<file path="config.mk">
export PLATFORM = sky130hd
export DESIGN_NAME = data_cache_wb
export DESIGN_NICKNAME = d
export VERILOG_FILES = /design/src/rtl/data_cache_wb.sv
export SDC_FILE = /design/constraint.sdc
export NUM_CORES = 1
export LEC_CHECK = 0
export BUFFER_PORTS_ARGS = -buffer_cell sky130_fd_sc_hd__buf_2
export CORE_MARGIN = 3
export CORE_UTILIZATION = 33
export CTS_BUF_LIST = sky130_fd_sc_hd__clkbuf_16
export DETAILED_ROUTE_END_ITERATION = 7
export SLEW_MARGIN = 40
export SYNTH_ARGS = -nofsm -noshare
export SYNTH_HDL_FRONTEND = slang
export SYNTH_SLANG_ARGS = --single-unit
</file>
<file path="constraint.sdc">
create_clock -name CLK -period 2.9 [get_ports CLK]
set_clock_uncertainty 0.15 [all_clocks]
set_input_delay 0.29 -clock CLK [delete_from_list [all_inputs] [get_ports CLK]]
set_output_delay 0.29 -clock CLK [all_outputs]
set_load 0.01 [all_outputs]
</file>
<file path="src/rtl/data_cache_wb.sv">
`default_nettype none
// ============================================================================
// Module   : data_cache_wb
// Purpose  : Direct-mapped write-back / write-allocate byte cache in front of
//            a 32-bit word memory. Optional statistics: DCACHE_STATS_EN.
// Revision : 1.0 - initial release
// ============================================================================
module data_cache_wb #(
  parameter int LINES       = 8,
  parameter int BLOCK_BYTES = 4
) (
  input  logic        CLK,
  input  logic        RESET,
  input  logic        READ,
  input  logic        WRITE,
  input  logic [7:0]  ADDRESS,
  input  logic [7:0]  WRITEDATA,
  output logic [7:0]  READDATA,
  output logic        BUSYWAIT,
  output logic        MEM_READ,
  output logic        MEM_WRITE,
  output logic [5:0]  MEM_ADDRESS,
  output logic [31:0] MEM_WRITEDATA,
  input  logic [31:0] MEM_READDATA,
  input  logic        MEM_BUSYWAIT
`ifdef DCACHE_STATS_EN
  ,
  output logic [15:0] HIT_COUNT,
  output logic [15:0] MISS_COUNT
`endif
);

  localparam int c_IDX_W = $clog2(LINES);
  localparam int c_TAG_W = 6 - c_IDX_W;
  localparam int c_BLK_W = 8 * BLOCK_BYTES;

  typedef enum logic [1:0] {
    S_IDLE      = 2'd0,
    S_WRITEBACK = 2'd1,
    S_FETCH     = 2'd2,
    S_UPDATE    = 2'd3
  } state_t;

  state_t r_state;
  state_t w_next;

  logic [LINES-1:0]   r_valid;
  logic [LINES-1:0]   r_dirty;
  logic [c_TAG_W-1:0] r_tag  [LINES];
  logic [c_BLK_W-1:0] r_data [LINES];
  logic [c_BLK_W-1:0] r_fill;
  logic [5:0]         r_miss_blk;
  logic [7:0]         r_readdata;
  logic               r_mem_read;
  logic               r_mem_write;
  logic               r_replay;

  logic [c_IDX_W-1:0] w_idx;
  logic [c_TAG_W-1:0] w_tag;
  logic [1:0]         w_off;
  logic [c_IDX_W-1:0] w_midx;
  logic [c_TAG_W-1:0] w_mtag;
  logic               w_req;
  logic               w_rd;
  logic               w_hit;
  logic               w_rd_hit;
  logic               w_wr_hit;
  logic               w_miss;
  logic [7:0]         w_byte;

  assign w_idx    = ADDRESS[2 +: c_IDX_W];
  assign w_tag    = ADDRESS[7 -: c_TAG_W];
  assign w_off    = ADDRESS[1:0];
  // The missing block address is latched so a dropped request cannot corrupt the fill.
  assign w_midx   = r_miss_blk[c_IDX_W-1:0];
  assign w_mtag   = r_miss_blk[5 -: c_TAG_W];
  assign w_req    = READ | WRITE;
  assign w_rd     = READ & ~WRITE;
  assign w_hit    = r_valid[w_idx] && (r_tag[w_idx] == w_tag);
  assign w_rd_hit = (r_state == S_IDLE) && w_rd && w_hit;
  assign w_wr_hit = (r_state == S_IDLE) && WRITE && w_hit;
  assign w_miss   = (r_state == S_IDLE) && w_req && !w_hit;
  assign w_byte   = r_data[w_idx][{w_off, 3'b000} +: 8];

  assign READDATA      = w_rd_hit ? w_byte : r_readdata;
  assign MEM_READ      = r_mem_read;
  assign MEM_WRITE     = r_mem_write;
  assign MEM_WRITEDATA = r_data[w_midx];

  always_ff @(posedge CLK) begin
    if (!RESET) r_state <= S_IDLE;
    else        r_state <= w_next;
  end

  always_comb begin
    w_next      = r_state;
    BUSYWAIT    = 1'b1;
    MEM_ADDRESS = r_miss_blk;
    case (r_state)
      S_IDLE: begin
        BUSYWAIT    = w_req & ~w_hit;
        MEM_ADDRESS = ADDRESS[7:2];
        if (w_req && !w_hit)
          w_next = (r_valid[w_idx] && r_dirty[w_idx]) ? S_WRITEBACK : S_FETCH;
      end
      S_WRITEBACK: begin
        MEM_ADDRESS = {r_tag[w_midx], w_midx};
        if (!MEM_BUSYWAIT) w_next = S_FETCH;
      end
      S_FETCH: begin
        if (!MEM_BUSYWAIT) w_next = S_UPDATE;
      end
      S_UPDATE: w_next = S_IDLE;
      default:  w_next = S_IDLE;
    endcase
  end

  always_ff @(posedge CLK) begin
    if (!RESET) begin
      r_valid     <= '0;
      r_dirty     <= '0;
      r_readdata  <= 8'h00;
      r_mem_read  <= 1'b0;
      r_mem_write <= 1'b0;
      r_replay    <= 1'b0;
      r_miss_blk  <= 6'h00;
      r_fill      <= '0;
    end else begin
      // Memory strobes come from flops so they never glitch on state decode.
      r_mem_read  <= (w_next == S_FETCH);
      r_mem_write <= (w_next == S_WRITEBACK);
      case (r_state)
        S_IDLE: begin
          r_replay <= 1'b0;
          if (w_rd_hit) r_readdata <= w_byte;
          if (w_wr_hit) begin
            r_data[w_idx][{w_off, 3'b000} +: 8] <= WRITEDATA;
            r_dirty[w_idx]                      <= 1'b1;
          end
          if (w_miss) r_miss_blk <= ADDRESS[7:2];
        end
        S_FETCH: begin
          if (!MEM_BUSYWAIT) r_fill <= MEM_READDATA;
        end
        S_UPDATE: begin
          r_data[w_midx]  <= r_fill;
          r_tag[w_midx]   <= w_mtag;
          r_valid[w_midx] <= 1'b1;
          r_dirty[w_midx] <= 1'b0;
          r_replay        <= 1'b1;
        end
        default: ;
      endcase
    end
  end

`ifdef DCACHE_STATS_EN
  logic [15:0] r_hit_cnt;
  logic [15:0] r_miss_cnt;

  // The replayed access right after a fill is not a first-presentation hit.
  always_ff @(posedge CLK) begin
    if (!RESET) begin
      r_hit_cnt  <= 16'h0000;
      r_miss_cnt <= 16'h0000;
    end else if (r_state == S_IDLE && w_req) begin
      if (w_hit && !r_replay && r_hit_cnt != 16'hFFFF)
        r_hit_cnt <= r_hit_cnt + 16'h0001;
      if (!w_hit && r_miss_cnt != 16'hFFFF)
        r_miss_cnt <= r_miss_cnt + 16'h0001;
    end
  end

  assign HIT_COUNT  = r_hit_cnt;
  assign MISS_COUNT = r_miss_cnt;
`endif

endmodule
`default_nettype wire

</file>
Yosys cells after proc, flatten, opt, wreduce, memory -nomap -nowiden:

Memory sizes are Yosys's and may differ from the RTL's. A register that Yosys moved wholly into a read port is not among the register bits.
Cells that the tools add are included.
W data, S select, Z words.

* bits in registers: 66
* bits in writable memories: 280
* output and inout bits: 49
* word-level logic and storage cells: 85
* memories: 2

* $add $sub $neg: 1
* order comparisons: 4
* eq/ne operators: 7
* shift operators: 3
* mux-type cells: 32
* bitwise operators: 10
* reduce and logical (&&, ||, !) cells: 18

Memory list
* r_data: words 8, bits a word 32, rd ports 2, clocked after Yosys merged registers in 1, wr ports 1, line 50 `logic [c_BLK_W-1:0] r_data [LINES];`
* r_tag: words 8, bits a word 3, rd ports 2, clocked after Yosys merged registers in 1, wr ports 1, line 49 `logic [c_TAG_W-1:0] r_tag [LINES];`

Operators by type and width (count)
* $mux W32: 3
* $reduce_or A32 Y1: 1
* $shift A8 B7 Y32 const A: 1
* $shiftx A32 B6 Y8: 1
* $shiftx A8 B7 Y32: 1
* $mux W8: 2
* $or A8 B8 Y8: 2
* $pmux W8 S2: 1
* $mux W3: 5
* $pmux W6 S2: 1
* $logic_and A1 B1 Y1: 11
* $mux W1: 11
* $and A8 B8 Y8: 1
* $lt A3 B4 Y1 const B: 2
* $mux W2: 4
* $not A8 Y8: 1
* $pmux W2 S4: 1
* $neg A5 Y7: 1
* $bmux W1 S3: 2
* $demux W1 S3: 2
* $eq A2 B2 Y1 const B: 3
* $ge A3 B1 Y1 const B: 2
* $reduce_and A2 Y1: 3
* $eq A2 B1 Y1 const B: 2
* other kinds (8): 11

Logic depth before layout (Yosys ltp):

Gate-level depths: netlist of run 1.

* depth in word-level cells: 9
* gate-level depth with buffers: 11

Worst setup path after synthesis of run 1:

OpenSTA, ideal clock, no wires.

* kind: input-to-reg
* start point: input port ADDRESS[2]
* end point: memory r_data[3][24] (netlist bit), enable pin
* setup time: 0.375 ns
* arrival: 2.385 ns
* slack: -0.010 ns
* cell stages on the path: 9
* buffers on the path: 3
* path through: buf_6 > buf_6 > mux2i_1 > o22ai_1 > or3_4 > a211oi_4 > buf_6 > nand4_4 > a21oi_1

* cells in the longest elaborated chain, start to end: 9

RTL lines
* from (decl): line 16 `input logic [7:0] ADDRESS,`
* $mem_v2 Z8 W3 / $bmux W1 S3 (equally long branches)
* $eq A3 B3 Y1 / $mux W1 (equally long branches): line 79 `assign w_hit = r_valid[w_idx] && (r_tag[w_idx] == w_tag);`
* $logic_and A1 B1 Y1: line 79
* $logic_and A1 B1 Y1: line 81 `assign w_wr_hit = (r_state == S_IDLE) && WRITE && w_hit;`
* $mux W1: line 136 `if (w_wr_hit) begin`
* $mux W1: line 132 `case (r_state)`
* $mux W1: line 119 `if (!RESET) begin`
* $mux W32 (not written as such): line 137 `r_data[w_idx][{w_off, 3'b000} +: 8] <= WRITEDATA;`
* $mux W32 (no line)
* to (decl): line 50

Parallel ways exist; a longest one is shown, timed or not. The select of a mux whose other input is x is not followed.

==> results of run 1 <==
-- layout make-up --
type                    instances  area (µm²)
fillers                      4539       28500
flip-flops and latches        349        9800
multi-input cells             733        6530
repair buffers                328        2460
clock buffers                  39         976
well taps                     664         831
clock inverters                30         265
inverters                      12        45.0
-- cell usage after synthesis, types with 13 or more instances --
library cell  number  share of area
a221oi_1          28          0.015
nand2_1          119          0.027
o21ai_0           35          0.011
mux4_2            82           0.11
a31oi_1           13         0.0049
a21oi_1           97          0.029
buf_2             23         0.0069
a221o_1           14         0.0084
mux2i_1           57          0.034
clkbuf_1          59          0.013
mux2_2            60          0.041
nor2_1            40         0.0090
dfxtp_1           69          0.083
a22o_1            35          0.018
a22oi_1           17         0.0077
edfxtp_1         280           0.50
-- stage by stage --
step	area, µm²	worst slack, ns	cells
floorplan	16700	-0.00998	1194
global placement	18900	-0.207	2028
detailed placement	18900	-0.205	2028
CTS	20800	-0.138	2152
global route	20900	-0.213	2155
finish	20900	-0.113	2155
-- power by group --
part / switching, mW / internal, mW
registers: 0.118 / 5.54
logic: 1.42 / 1.11
clock network: 1.99 / 2.89
total: 3.53 / 9.54
-- registers in the layout, indices dropped and copies added, names as in the netlist, named ones only --
signal      flops
r_tag          24
MEM_WRITE       1
r_valid         8
r_dirty         8
r_state         2
r_data        256
r_miss_blk      6
MEM_READ        1
r_fill         32
r_readdata      8
-- metal layers --
layer	track usage	up-vias	routed length, µm
met5	0	-	13
met4	0.0581	2	1430
met3	0.0402	87	5050
met2	0.302	634	24100
met1	0.285	6163	23000
li1	-	5320	-
-- how the worst max path moves through the flow --
stage	from	end	slack (ns)	depth (start not counted)
floorplan	ADDRESS[2]	r_data[3][24]	-0.01	9
global placement	ADDRESS[4]	READDATA[3]	-0.21	10
detailed placement	ADDRESS[4]	READDATA[3]	-0.20	10
CTS	r_data[3][0]	READDATA[0]	-0.14	8
global route	r_tag[5][0]	READDATA[1]	-0.21	9
finish	r_tag[5][0]	READDATA[1]	-0.11	9
-- kinds of logic (layout without fill, tap and decap cells) --
logic type / after synthesis / after routing / synth area share
buf+inv: 113 / 409 / 0.0326
mux: 199 / 199 / 0.186
compound gates: 302 / 302 / 0.127
fa+ha+maj: 5 / 5 / 0.00375
simple gates: 226 / 227 / 0.0637
flops: 349 / 349 / 0.588
-- worst max-delay path, cell delays in order (launching register included) --
cell	delay [ns]
edfxtp_1	0.39
mux2i_1	0.20
o22ai_2	0.11
or3_4	0.39
buf_6	0.14
a21oi_4	0.22
buf_6	0.14
nand4_1	0.11
o21a_1	0.21
buf_2	0.14
-- timing repair --
action                                 CTS  global route
setup buffers                           20             3
endpoints found under the hold margin   38             0
hold buffers                            36             0
setup endpoints to repair               34           131
gates cloned                             1             0
gates resized for setup                 39            18
pin swaps                               24             5
==> flow_summary.html, run 1 <==
<table>
<tr><th>Metric</th><th>Value</th></tr>
<tr><th colspan="2">Placed design</th></tr>
<tr><td>Estimated wirelength of the detail-placed design</td><td>38000 µm</td></tr>
<tr><td>Last weighted congestion value of the routability-driven placer</td><td>0.918</td></tr>
<tr><td>IO buf count</td><td>101</td></tr>
<tr><th colspan="2">Floorplanning</th></tr>
<tr><td>Die boundary width</td><td>231 µm</td></tr>
<tr><td>Chip Height</td><td>231 µm</td></tr>
<tr><td>Core box area</td><td>49400 µm²</td></tr>
<tr><td>Boundary Pins</td><td>102</td></tr>
<tr><td>Floorplan row count</td><td>81</td></tr>
<tr><td>Die footprint</td><td>53200 µm²</td></tr>
<tr><td>Starting utilization of the core area</td><td>0.338</td></tr>
<tr><th colspan="2">Hold path</th></tr>
<tr><td>Hold path startpoint</td><td>READ</td></tr>
<tr><td>WHS Path Cells</td><td>3</td></tr>
<tr><td>Worst Hold Endpoint</td><td>r_state[0]</td></tr>
<tr><td>Path class of the lowest-slack min-delay path</td><td>input port to flop</td></tr>
<tr><th colspan="2">Setup path</th></tr>
<tr><td>Data arrival time of the critical path</td><td>2.57 ns</td></tr>
<tr><td>Launching point of the worst reg2reg path</td><td>r_tag[5][0]</td></tr>
<tr><td>Type of destination of the critical path</td><td>output pin</td></tr>
<tr><td>Required time of the critical path</td><td>2.46 ns</td></tr>
<tr><td>End of the worst register-to-register path</td><td>r_data[4][4]</td></tr>
<tr><td>Worst Reg2Reg Path Length in Cells</td><td>10</td></tr>
<tr><td>R2R setup slack</td><td>0.08 ns</td></tr>
<tr><td>Largest fanout of any net on the critical path</td><td>4</td></tr>
<tr><td>Critical Path Source Type</td><td>flop</td></tr>
<tr><td>Start-to-end type of the worst setup path</td><td>flop to output pin</td></tr>
<tr><th colspan="2">Synth</th></tr>
<tr><td>Post-synth EDFFs</td><td>280</td></tr>
<tr><td>Combined area of all synthesized cells</td><td>16700 µm²</td></tr>
<tr><td>Post-synthesis async set-or-reset flop share</td><td>0</td></tr>
<tr><td>Number of instances in the synthesized netlist</td><td>1194</td></tr>
<tr><td>Yosys warning count</td><td>0</td></tr>
<tr><td>Commonest register cell after synthesis</td><td>edfxtp_1</td></tr>
<tr><td>Count of cell types in the netlist</td><td>63</td></tr>
<tr><td>Synthesized area per cell</td><td>14.0 µm²</td></tr>
<tr><td>Syn Nets</td><td>1252</td></tr>
<tr><td>Synth Register Bits</td><td>349</td></tr>
<tr><td>Post-synthesis sequential area ratio</td><td>0.588</td></tr>
<tr><th colspan="2">Route</th></tr>
<tr><td>Detailed-routing iteration count for the pre-antenna-repair pass</td><td>6</td></tr>
<tr><td>Via/cell ratio</td><td>5.66</td></tr>
<tr><td>DR iter-0 viols</td><td>1408</td></tr>
<tr><td>Number of routed nets with antenna violations</td><td>0</td></tr>
<tr><td>DRC violations left</td><td>0</td></tr>
<tr><td>DR WL/cell</td><td>24.9 µm</td></tr>
<tr><td>Via count</td><td>12200</td></tr>
<tr><td>Final Routed Wirelength</td><td>53600 µm</td></tr>
<tr><th colspan="2">Outcome</th></tr>
<tr><td>Run status</td><td>finished with violations</td></tr>
<tr><td>Violations in the final reports</td><td>negative setup slack</td></tr>
<tr><th colspan="2">STA</th></tr>
<tr><td>Final worst path period share</td><td>1.04</td></tr>
<tr><td>Upper clock frequency limit</td><td>332 MHz</td></tr>
<tr><td>Number of failing setup endpoints in the final timing report</td><td>8</td></tr>
<tr><td>Clock period minus worst slack</td><td>3.01 ns</td></tr>
<tr><td>TNS Setup</td><td>-0.596 ns</td></tr>
<tr><td>Actual transition at the worst max-transition pin</td><td>0.636 ns</td></tr>
<tr><td>Final hold violation count</td><td>0</td></tr>
<tr><td>Hold Worst Slack</td><td>0.0330 ns</td></tr>
<tr><td>Max Slew Vio Count</td><td>0</td></tr>
<tr><td>Least setup slack across all paths after layout</td><td>-0.113 ns</td></tr>
<tr><td>Unrepaired setup endpoints after global routing</td><td>true</td></tr>
<tr><td>Max transition margin</td><td>0.576</td></tr>
<tr><th colspan="2">Clock network</th></tr>
<tr><td>Root buffer cell</td><td>clkbuf_16</td></tr>
<tr><td>Register clock-pin slew on the reported worst setup and hold paths</td><td>0.06 ns</td></tr>
<tr><td>Number of clock sinks seen by CTS</td><td>349</td></tr>
<tr><td>Clock tree from TritonCTS</td><td>built</td></tr>
<tr><td>Clock H-tree levels</td><td>2</td></tr>
<tr><td>Worst-Skew Late Latency</td><td>0.54 ns</td></tr>
<tr><td>Clock buffer depth</td><td>3</td></tr>
<tr><td>Number of buffers created by CTS</td><td>38</td></tr>
<tr><th colspan="2">Power and ir drop</th></tr>
<tr><td>Leak pwr</td><td>7.46 nW</td></tr>
<tr><td>Ratio of total power to cell area</td><td>625 nW/µm²</td></tr>
<tr><td>Peak supply drop</td><td>0.350 mV</td></tr>
<tr><td>Final Total Pwr</td><td>13.1 mW</td></tr>
<tr><th colspan="2">GRT</th></tr>
<tr><td>Via count of the first global-routing pass</td><td>12200</td></tr>
<tr><td>Initial antenna violation count</td><td>1</td></tr>
<tr><td>GRT Total Usage</td><td>0.197</td></tr>
<tr><td>Maximum number of pins on one net before global-route repair</td><td>53</td></tr>
<tr><td>Global-route wire length before repair</td><td>79100 µm</td></tr>
<tr><td>Final global-route overflow total</td><td>0</td></tr>
<tr><th colspan="2">Layout</th></tr>
<tr><td>Post-route core utilization</td><td>0.423</td></tr>
<tr><td>Area growth from synthesis to final layout</td><td>25.4%</td></tr>
<tr><td>Leading cell type in the layout, fill and taps excluded</td><td>edfxtp_1</td></tr>
<tr><td>Share of final-layout standard cells stronger than drive strength 1</td><td>0.364</td></tr>
<tr><td>Highest-count cells in the layout ignoring fill and taps</td><td>280 x edfxtp_1, 172 x buf_4, 119 x nand2_1</td></tr>
<tr><td>Final nets</td><td>1520</td></tr>
<tr><td>Antenna diode count</td><td>0</td></tr>
<tr><th colspan="2">Job</th></tr>
<tr><td>Count of max-cap constraint violations</td><td>0</td></tr>
</table>
Power figures use the tool's default switching activity.
==> inputs of run 2 (changes only) <==
SLEW_MARGIN = 30   (was 40)
clock period = 2.45 ns   (was 2.9 ns; I/O delays follow)
==> flow_summary.html, run 2 (same netlist as run 1, synthesis figures left out) <==
<table>
<tr><th>Metric</th><th>Value</th></tr>
<tr><th colspan="2">Outcome</th></tr>
<tr><td>Run status</td><td>finished with violations</td></tr>
<tr><td>Violations in the final reports</td><td>negative setup slack</td></tr>
<tr><th colspan="2">GRT</th></tr>
<tr><td>Initial antenna violation count</td><td>1 (unchanged)</td></tr>
<tr><td>Global-route wire length before repair</td><td>81700 µm (+3.4%)</td></tr>
<tr><td>Via count of the first global-routing pass</td><td>12600 (+3.1%)</td></tr>
<tr><td>GRT Total Usage</td><td>0.206 (+0.00850)</td></tr>
<tr><td>Grt met3 use</td><td>0.0478 (+0.00753)</td></tr>
<tr><td>M2 GR Usage</td><td>0.315 (+0.0129)</td></tr>
<tr><td>Final global-route overflow total</td><td>0 (unchanged)</td></tr>
<tr><td>GR met1 Demand/Resource</td><td>0.298 (+0.0132)</td></tr>
<tr><td>Maximum number of pins on one net before global-route repair</td><td>41 (-23%)</td></tr>
<tr><td>Layer with the highest usage after global routing</td><td>met2</td></tr>
<tr><th colspan="2">Route</th></tr>
<tr><td>Number of routed nets with antenna violations</td><td>0 (unchanged)</td></tr>
<tr><td>Via/cell ratio</td><td>5.70 (+0.63%)</td></tr>
<tr><td>DR WL/cell</td><td>25.2 µm (+1.3%)</td></tr>
<tr><td>DRC violations left</td><td>0 (unchanged)</td></tr>
<tr><td>DR iter-0 viols</td><td>1486 (+5.5%)</td></tr>
<tr><td>Via count</td><td>12600 (+3.2%)</td></tr>
<tr><td>Final Routed Wirelength</td><td>55700 µm (+4.0%)</td></tr>
<tr><td>Detailed-routing iteration count for the pre-antenna-repair pass</td><td>5 (-1)</td></tr>
<tr><th colspan="2">Setup path</th></tr>
<tr><td>Largest fanout of any net on the critical path</td><td>2 (-2)</td></tr>
<tr><td>Cell-by-cell listing of the critical path</td><td>mux2_4 -&gt; a221o_1 -&gt; a221oi_2 -&gt; buf_4 -&gt; a311oi_4 -&gt; a31oi_1 -&gt; buf_4 -&gt; a21oi_2 -&gt; buf_2</td></tr>
<tr><td>Buffers and inverters on the worst path</td><td>3 (unchanged)</td></tr>
<tr><td>Data arrival time of the critical path</td><td>2.75 ns (+0.18 ns)</td></tr>
<tr><td>Critical Path Source Type</td><td>flop</td></tr>
<tr><td>Library cell contributing the largest single delay on the critical path</td><td>edfxtp_1</td></tr>
<tr><td>Max stage delay on crit path</td><td>0.44 ns (+0.05 ns)</td></tr>
<tr><td>Most prevalent standard cell on the critical path</td><td>buf_4</td></tr>
<tr><td>Kind of cell with the highest combined delay on the critical path</td><td>compound AO/OA/AOI/OAI gates</td></tr>
<tr><td>Type of destination of the critical path</td><td>output pin</td></tr>
<tr><td>Start-to-end type of the worst setup path</td><td>flop to output pin</td></tr>
<tr><td>Required time of the critical path</td><td>2.06 ns (-0.40 ns)</td></tr>
<tr><th colspan="2">Floorplanning</th></tr>
<tr><td>Die boundary width</td><td>231 µm (unchanged)</td></tr>
<tr><td>Starting utilization of the core area</td><td>0.338 (unchanged)</td></tr>
<tr><td>Core box area</td><td>49400 µm² (unchanged)</td></tr>
<tr><td>Floorplan row count</td><td>81 (unchanged)</td></tr>
<tr><td>Die footprint</td><td>53200 µm² (unchanged)</td></tr>
<tr><td>Chip Height</td><td>231 µm (unchanged)</td></tr>
<tr><td>Boundary Pins</td><td>102 (unchanged)</td></tr>
<tr><th colspan="2">Clock network</th></tr>
<tr><td>Clock tree from TritonCTS</td><td>built</td></tr>
<tr><td>Register clock-pin slew on the reported worst setup and hold paths</td><td>0.06 ns (about the same)</td></tr>
<tr><td>Clock H-tree levels</td><td>2 (unchanged)</td></tr>
<tr><td>Root buffer cell</td><td>clkbuf_16</td></tr>
<tr><td>Number of clock sinks seen by CTS</td><td>349 (unchanged)</td></tr>
<tr><td>Worst-Skew Late Latency</td><td>0.57 ns (+0.03 ns)</td></tr>
<tr><td>Number of buffers created by CTS</td><td>39 (+2.6%)</td></tr>
<tr><td>Clock buffer depth</td><td>3 (unchanged)</td></tr>
<tr><th colspan="2">Layout</th></tr>
<tr><td>Leading cell type in the layout, fill and taps excluded</td><td>edfxtp_1</td></tr>
<tr><td>Biggest register</td><td>r_data</td></tr>
<tr><td>Final nets</td><td>1576 (+3.7%)</td></tr>
<tr><td>Max FFs per register</td><td>256 (unchanged)</td></tr>
<tr><td>Largest registers in the final layout</td><td>r_data (256), r_fill (32), r_tag (24)</td></tr>
<tr><td>Layout filler cell count</td><td>4370 (-3.7%)</td></tr>
<tr><td>Antenna diode count</td><td>0 (unchanged)</td></tr>
<tr><td>Final instance count without filler cells</td><td>2211 (+2.6%)</td></tr>
<tr><td>Share of final-layout standard cells stronger than drive strength 1</td><td>0.407 (+0.0437)</td></tr>
<tr><td>Area growth from synthesis to final layout</td><td>36.0%</td></tr>
<tr><td>Highest-count cells in the layout ignoring fill and taps</td><td>280 x edfxtp_1, 162 x buf_4, 118 x nand2_1</td></tr>
<tr><th colspan="2">STA</th></tr>
<tr><td>Final worst path period share</td><td>1.28</td></tr>
<tr><td>Upper clock frequency limit</td><td>318 MHz</td></tr>
<tr><td>Least setup slack across all paths after layout</td><td>-0.697 ns (-0.584 ns)</td></tr>
<tr><td>Unrepaired setup endpoints after global routing</td><td>true</td></tr>
<tr><td>Final hold violation count</td><td>0 (unchanged)</td></tr>
<tr><td>Actual transition at the worst max-transition pin</td><td>1.02 ns (+0.387 ns)</td></tr>
<tr><td>Max transition margin</td><td>0.318 (-0.258)</td></tr>
<tr><td>Clock period minus worst slack</td><td>3.15 ns</td></tr>
<tr><td>Number of failing setup endpoints in the final timing report</td><td>301 (+293)</td></tr>
<tr><td>Max Slew Vio Count</td><td>0 (unchanged)</td></tr>
<tr><th colspan="2">Placed design</th></tr>
<tr><td>Estimated wirelength of the detail-placed design</td><td>39100 µm (+3.1%)</td></tr>
<tr><td>IO buf count</td><td>101 (unchanged)</td></tr>
<tr><td>Pre-CTS WS</td><td>-0.673 ns (-0.469 ns)</td></tr>
<tr><td>Instance count after placement with tap cells included</td><td>2075 (+2.3%)</td></tr>
<tr><td>Last weighted congestion value of the routability-driven placer</td><td>0.906 (-1.3%)</td></tr>
<tr><th colspan="2">Hold path</th></tr>
<tr><td>Path class of the lowest-slack min-delay path</td><td>input port to flop</td></tr>
<tr><th colspan="2">Power and ir drop</th></tr>
<tr><td>Ratio of total power to cell area</td><td>706 nW/µm² (+13%)</td></tr>
<tr><td>Peak supply drop</td><td>0.432 mV (+24%)</td></tr>
<tr><td>Leak pwr</td><td>8.07 nW (+8.2%)</td></tr>
<tr><th colspan="2">Job</th></tr>
<tr><td>Count of max-cap constraint violations</td><td>0 (unchanged)</td></tr>
</table>
## run 2: through the flow
stage / hold WS [ns] / instance area (µm²) / TNS (ns) / util / power (mW)
6_report: 0.0937 / 22700 / -125.39 / 0.459 / 16.0
5_1_grt: 0.0966 / 22700 / -141.91 / 0.459 / 16.6
4_1_cts: 0.0633 / 22500 / -88.20 / 0.455 / 16.0
3_5_place_dp: 0.290 / 19800 / -109.68 / 0.401 / 9.84
3_3_place_gp: 0.286 / 19800 / -107.57 / 0.401 / 9.81
2_1_floorplan: 0.231 / 16900 / -75.79 / - / 8.58
## run 2: timing repair
item | in CTS | in global routing
buffers inserted | 22 | 6
hold buffers | 39 | 0
gates cloned | 7 | 0
endpoints found under the setup margin | 304 | 321
gates resized for setup | 173 | 61
hold endpoints to repair | 40 | 0
pin swaps | 48 | 19
## run 2: path summary, 6_finish.rpt
| check | startpoint | cells past startpoint | slack [ns] | to |
|---|---|---|---|---|
| worst min-delay path | RESET | 4 | 0.09 | MEM_READ |
| worst min register to register | r_dirty[4] | 2 | 0.30 | r_dirty[4] |
| worst max register to register | r_tag[0][0] | 11 | -0.52 | r_data[2][4] |
| worst max-delay path | r_data[3][0] | 9 | -0.70 | READDATA[0] |
## run 2: where the power goes
part	internal (mW)	total [mW]	leakage [nW]	switching [mW]
clock	3.10	5.45	0.628	2.34
combinational	1.91	3.83	4.24	1.92
sequential	6.56	6.71	3.20	0.146
## run 2: cell type report
cell class | count | area (µm²) | share of cell area
Tap cell | 664 | 831 | 0.0367
Clock buffer | 41 | 1030 | 0.0453
Clock inverter | 29 | 141 | 0.00624
Multi-Input combinational cell | 732 | 7100 | 0.313
Sequential cell | 349 | 9800 | 0.432
Inverter | 12 | 45.0 | 0.00199
Timing Repair Buffer | 384 | 3710 | 0.164
## run 2: worst min-delay path: cells and delay by family
family	cells	cell delay, ns
buf+inv	2	0.36
simple gates	1	0.11
compound gates	1	0.04
## run 2: per-layer routing
metal | vias to the layer above | wire, µm
li1 | 5423 | -
met1 | 6410 | 24100
met2 | 684 | 24900
met3 | 85 | 5540
met4 | 0 | 1210
met5 | - | 0
==> inputs of run 3 (changes only) <==
SKIP_CTS_REPAIR_TIMING = 1   (was default)
==> flow_summary.html, run 3 (same netlist as run 1, synthesis figures left out) <==
<table>
<tr><th>Metric</th><th>Value</th></tr>
<tr><th colspan="2">STA</th></tr>
<tr><td>Clock period minus worst slack</td><td>3.11 ns (-0.0331 ns)</td></tr>
<tr><td>Max transition margin</td><td>0.350 (+0.0320)</td></tr>
<tr><td>Unrepaired setup endpoints after global routing</td><td>true</td></tr>
<tr><td>TNS Setup</td><td>-127.86 ns (-2.46 ns)</td></tr>
<tr><td>Final hold violation count</td><td>0 (unchanged)</td></tr>
<tr><td>Actual transition at the worst max-transition pin</td><td>0.975 ns (-0.0479 ns)</td></tr>
<tr><td>Final worst path period share</td><td>1.27 (-0.0135)</td></tr>
<tr><td>Hold Worst Slack</td><td>0.00168 ns (-0.0920 ns)</td></tr>
<tr><td>Least setup slack across all paths after layout</td><td>-0.664 ns (+0.0331 ns)</td></tr>
<tr><td>Upper clock frequency limit</td><td>321 MHz (+1.1%)</td></tr>
<tr><td>Number of failing setup endpoints in the final timing report</td><td>307 (+2.0%)</td></tr>
<tr><td>Max Slew Vio Count</td><td>0 (unchanged)</td></tr>
<tr><th colspan="2">Power and ir drop</th></tr>
<tr><td>Peak supply drop</td><td>0.434 mV (+0.37%)</td></tr>
<tr><td>Portion of total power attributed to sequential cells</td><td>0.420 (about the same)</td></tr>
<tr><td>Clock Power Share</td><td>0.340 (about the same)</td></tr>
<tr><td>Leak pwr</td><td>8.11 nW (+0.44%)</td></tr>
<tr><td>Switching Power</td><td>4.41 mW (about the same)</td></tr>
<tr><td>Fraction of power spent switching nets</td><td>0.276 (about the same)</td></tr>
<tr><td>Cell internal power dissipation</td><td>11.6 mW (about the same)</td></tr>
<tr><td>Ratio of total power to cell area</td><td>705 nW/µm² (about the same)</td></tr>
<tr><td>Portion of total power attributed to combinational logic</td><td>0.240 (about the same)</td></tr>
<tr><th colspan="2">Route</th></tr>
<tr><td>DR iter-0 viols</td><td>1460 (-1.7%)</td></tr>
<tr><td>Detailed-routing iteration count for the pre-antenna-repair pass</td><td>5 (unchanged)</td></tr>
<tr><td>DR WL/cell</td><td>25.4 µm (+0.67%)</td></tr>
<tr><td>Via count</td><td>12700 (+0.48%)</td></tr>
<tr><td>Via/cell ratio</td><td>5.71 (+0.17%)</td></tr>
<tr><td>Number of routed nets with antenna violations</td><td>0 (unchanged)</td></tr>
<tr><td>Final Routed Wirelength</td><td>56300 µm (+0.99%)</td></tr>
<tr><td>DRC violations left</td><td>0 (unchanged)</td></tr>
<tr><th colspan="2">Setup path</th></tr>
<tr><td>Required time of the critical path</td><td>2.06 ns (about the same)</td></tr>
<tr><td>Start-to-end type of the worst setup path</td><td>flop to output pin</td></tr>
<tr><td>End of the worst register-to-register path</td><td>r_data[6][2]</td></tr>
<tr><td>Launching point of the worst reg2reg path</td><td>r_tag[0][0]</td></tr>
<tr><td>R2R setup slack</td><td>-0.54 ns (-0.02 ns)</td></tr>
<tr><td>Largest fanout of any net on the critical path</td><td>2 (unchanged)</td></tr>
<tr><td>Critical Path Source Type</td><td>flop</td></tr>
<tr><td>Data arrival time of the critical path</td><td>2.72 ns (-0.03 ns)</td></tr>
<tr><td>Worst Reg2Reg Path Length in Cells</td><td>11 (unchanged)</td></tr>
<tr><td>Type of destination of the critical path</td><td>output pin</td></tr>
<tr><th colspan="2">GRT</th></tr>
<tr><td>Final global-route overflow total</td><td>0 (unchanged)</td></tr>
<tr><td>Initial antenna violation count</td><td>0 (-1)</td></tr>
<tr><td>Via count of the first global-routing pass</td><td>12100 (-3.7%)</td></tr>
<tr><td>GR met1 Demand/Resource</td><td>0.290 (-0.00759)</td></tr>
<tr><td>M2 GR Usage</td><td>0.300 (-0.0155)</td></tr>
<tr><td>Layer with the highest usage after global routing</td><td>met2</td></tr>
<tr><td>Global-route wire length before repair</td><td>78600 µm (-3.8%)</td></tr>
<tr><td>Maximum number of pins on one net before global-route repair</td><td>41 (unchanged)</td></tr>
<tr><td>GRT Total Usage</td><td>0.198 (-0.00823)</td></tr>
<tr><td>Grt met3 use</td><td>0.0417 (-0.00605)</td></tr>
<tr><th colspan="2">Floorplanning</th></tr>
<tr><td>Starting utilization of the core area</td><td>0.338 (unchanged)</td></tr>
<tr><td>Die footprint</td><td>53200 µm² (unchanged)</td></tr>
<tr><td>Core box area</td><td>49400 µm² (unchanged)</td></tr>
<tr><td>Boundary Pins</td><td>102 (unchanged)</td></tr>
<tr><td>Chip Height</td><td>231 µm (unchanged)</td></tr>
<tr><td>Die boundary width</td><td>231 µm (unchanged)</td></tr>
<tr><td>Floorplan row count</td><td>81 (unchanged)</td></tr>
<tr><th colspan="2">Hold path</th></tr>
<tr><td>Path class of the lowest-slack min-delay path</td><td>input port to flop</td></tr>
<tr><td>WHS Path Cells</td><td>4 (unchanged)</td></tr>
<tr><td>Hold path startpoint</td><td>ADDRESS[3]</td></tr>
<tr><th colspan="2">Layout</th></tr>
<tr><td>Final nets</td><td>1583 (+0.44%)</td></tr>
<tr><td>Layout filler cell count</td><td>4376 (+0.14%)</td></tr>
<tr><td>Leading cell type in the layout, fill and taps excluded</td><td>edfxtp_1</td></tr>
<tr><td>Highest-count cells in the layout ignoring fill and taps</td><td>280 x edfxtp_1, 168 x buf_4, 118 x nand2_1</td></tr>
<tr><td>Area growth from synthesis to final layout</td><td>36.0% (about the same)</td></tr>
<tr><td>Biggest register</td><td>r_data</td></tr>
<tr><td>Max FFs per register</td><td>256 (unchanged)</td></tr>
<tr><td>Share of final-layout standard cells stronger than drive strength 1</td><td>0.411 (+0.00396)</td></tr>
<tr><td>Largest registers in the final layout</td><td>r_data (256), r_fill (32), r_tag (24)</td></tr>
<tr><td>Antenna diode count</td><td>0 (unchanged)</td></tr>
<tr><th colspan="2">Outcome</th></tr>
<tr><td>Run status</td><td>finished with violations</td></tr>
<tr><td>Violations in the final reports</td><td>negative setup slack</td></tr>
<tr><th colspan="2">Clock network</th></tr>
<tr><td>Number of clock sinks seen by CTS</td><td>349 (unchanged)</td></tr>
<tr><td>Clock tree from TritonCTS</td><td>built</td></tr>
<tr><td>Worst-Skew Late Latency</td><td>0.57 ns (about the same)</td></tr>
<tr><td>Register clock-pin slew on the reported worst setup and hold paths</td><td>0.05 ns (about the same)</td></tr>
<tr><td>Number of buffers created by CTS</td><td>39 (unchanged)</td></tr>
<tr><td>Root buffer cell</td><td>clkbuf_16</td></tr>
<tr><td>Clock buffer depth</td><td>3 (unchanged)</td></tr>
<tr><td>Clock H-tree levels</td><td>2 (unchanged)</td></tr>
<tr><th colspan="2">Placed design</th></tr>
<tr><td>Last weighted congestion value of the routability-driven placer</td><td>0.906 (unchanged)</td></tr>
<tr><td>Estimated wirelength of the detail-placed design</td><td>39100 µm (unchanged)</td></tr>
<tr><td>IO buf count</td><td>101 (unchanged)</td></tr>
<tr><th colspan="2">Job</th></tr>
<tr><td>Count of max-cap constraint violations</td><td>0 (unchanged)</td></tr>
</table>
==> run 3: changes by cell type in the layout (fill, tap and decap cells not counted), sizes merged <==
cell / previous run / this run
clkbuf: 41 / 46
buf: 345 / 346
and4: 2 / 4
dlygate4sd3: 39 / 38
==> run 3: area by class of cell <==
class                           count  area [µm²]  share of cell area
Sequential cell                   349        9800               0.432
Tap cell                          664         831              0.0367
Inverter                           12        45.0             0.00199
Timing Repair Buffer              389        3730               0.164
Clock buffer                       41        1030              0.0453
Multi-Input combinational cell    734        7100               0.313
Clock inverter                     29         141             0.00624
==> run 3: how the worst max path moves through the flow <==
stage	slack [ns]	depth (start not counted)	endpoint	start
2_1_floorplan	-0.35	8	r_data[0][0]	ADDRESS[2]
3_3_place_gp	-0.70	12	READDATA[2]	ADDRESS[2]
3_5_place_dp	-0.67	12	READDATA[2]	ADDRESS[2]
4_1_cts	-0.83	9	READDATA[0]	r_data[7][0]
5_1_grt	-0.71	9	READDATA[0]	r_data[7][0]
6_report	-0.66	9	READDATA[0]	r_data[3][0]
==> run 3: stage by stage <==
| step | setup WS, ns | cell area [µm²] | cells | utilization | power, mW |
|---|---|---|---|---|---|
| floorplan | -0.354 | 16900 | 1194 | - | 8.58 |
| global placement | -0.703 | 19800 | 2075 | 0.401 | 9.81 |
| detailed placement | -0.673 | 19800 | 2075 | 0.401 | 9.84 |
| CTS | -0.830 | 21000 | 2145 | 0.424 | 15.3 |
| global route | -0.714 | 22700 | 2218 | 0.459 | 16.6 |
| finish | -0.664 | 22700 | 2218 | 0.459 | 16.0 |
==> run 3: power groups by stage <==
stage / clock network, mW / registers, mW / logic [mW]
2_1_floorplan: 0 / 6.74 / 1.84
3_3_place_gp: 0 / 6.84 / 2.96
3_5_place_dp: 0 / 6.85 / 2.98
4_1_cts: 5.53 / 6.73 / 2.99
5_1_grt: 5.80 / 6.73 / 4.05
6_report: 5.44 / 6.72 / 3.83
==> run 3: metal layers <==
| layer | up-vias | wire, µm |
|---|---|---|
| li1 | 5443 | - |
| met1 | 6441 | 24200 |
| met2 | 684 | 25100 |
| met3 | 95 | 5670 |
| met4 | 0 | 1310 |
| met5 | - | 0 |
==> run 3: worst max-delay path, cell delays in order, from the launching register on <==
cell and delay [ns]:
edfxtp_1 0.44, mux2_4 0.30, a221o_1 0.33, a221oi_2 0.34, buf_4 0.19, a311oi_4 0.04
a31oi_1 0.18, buf_4 0.15, a21oi_2 0.05, buf_2 0.15
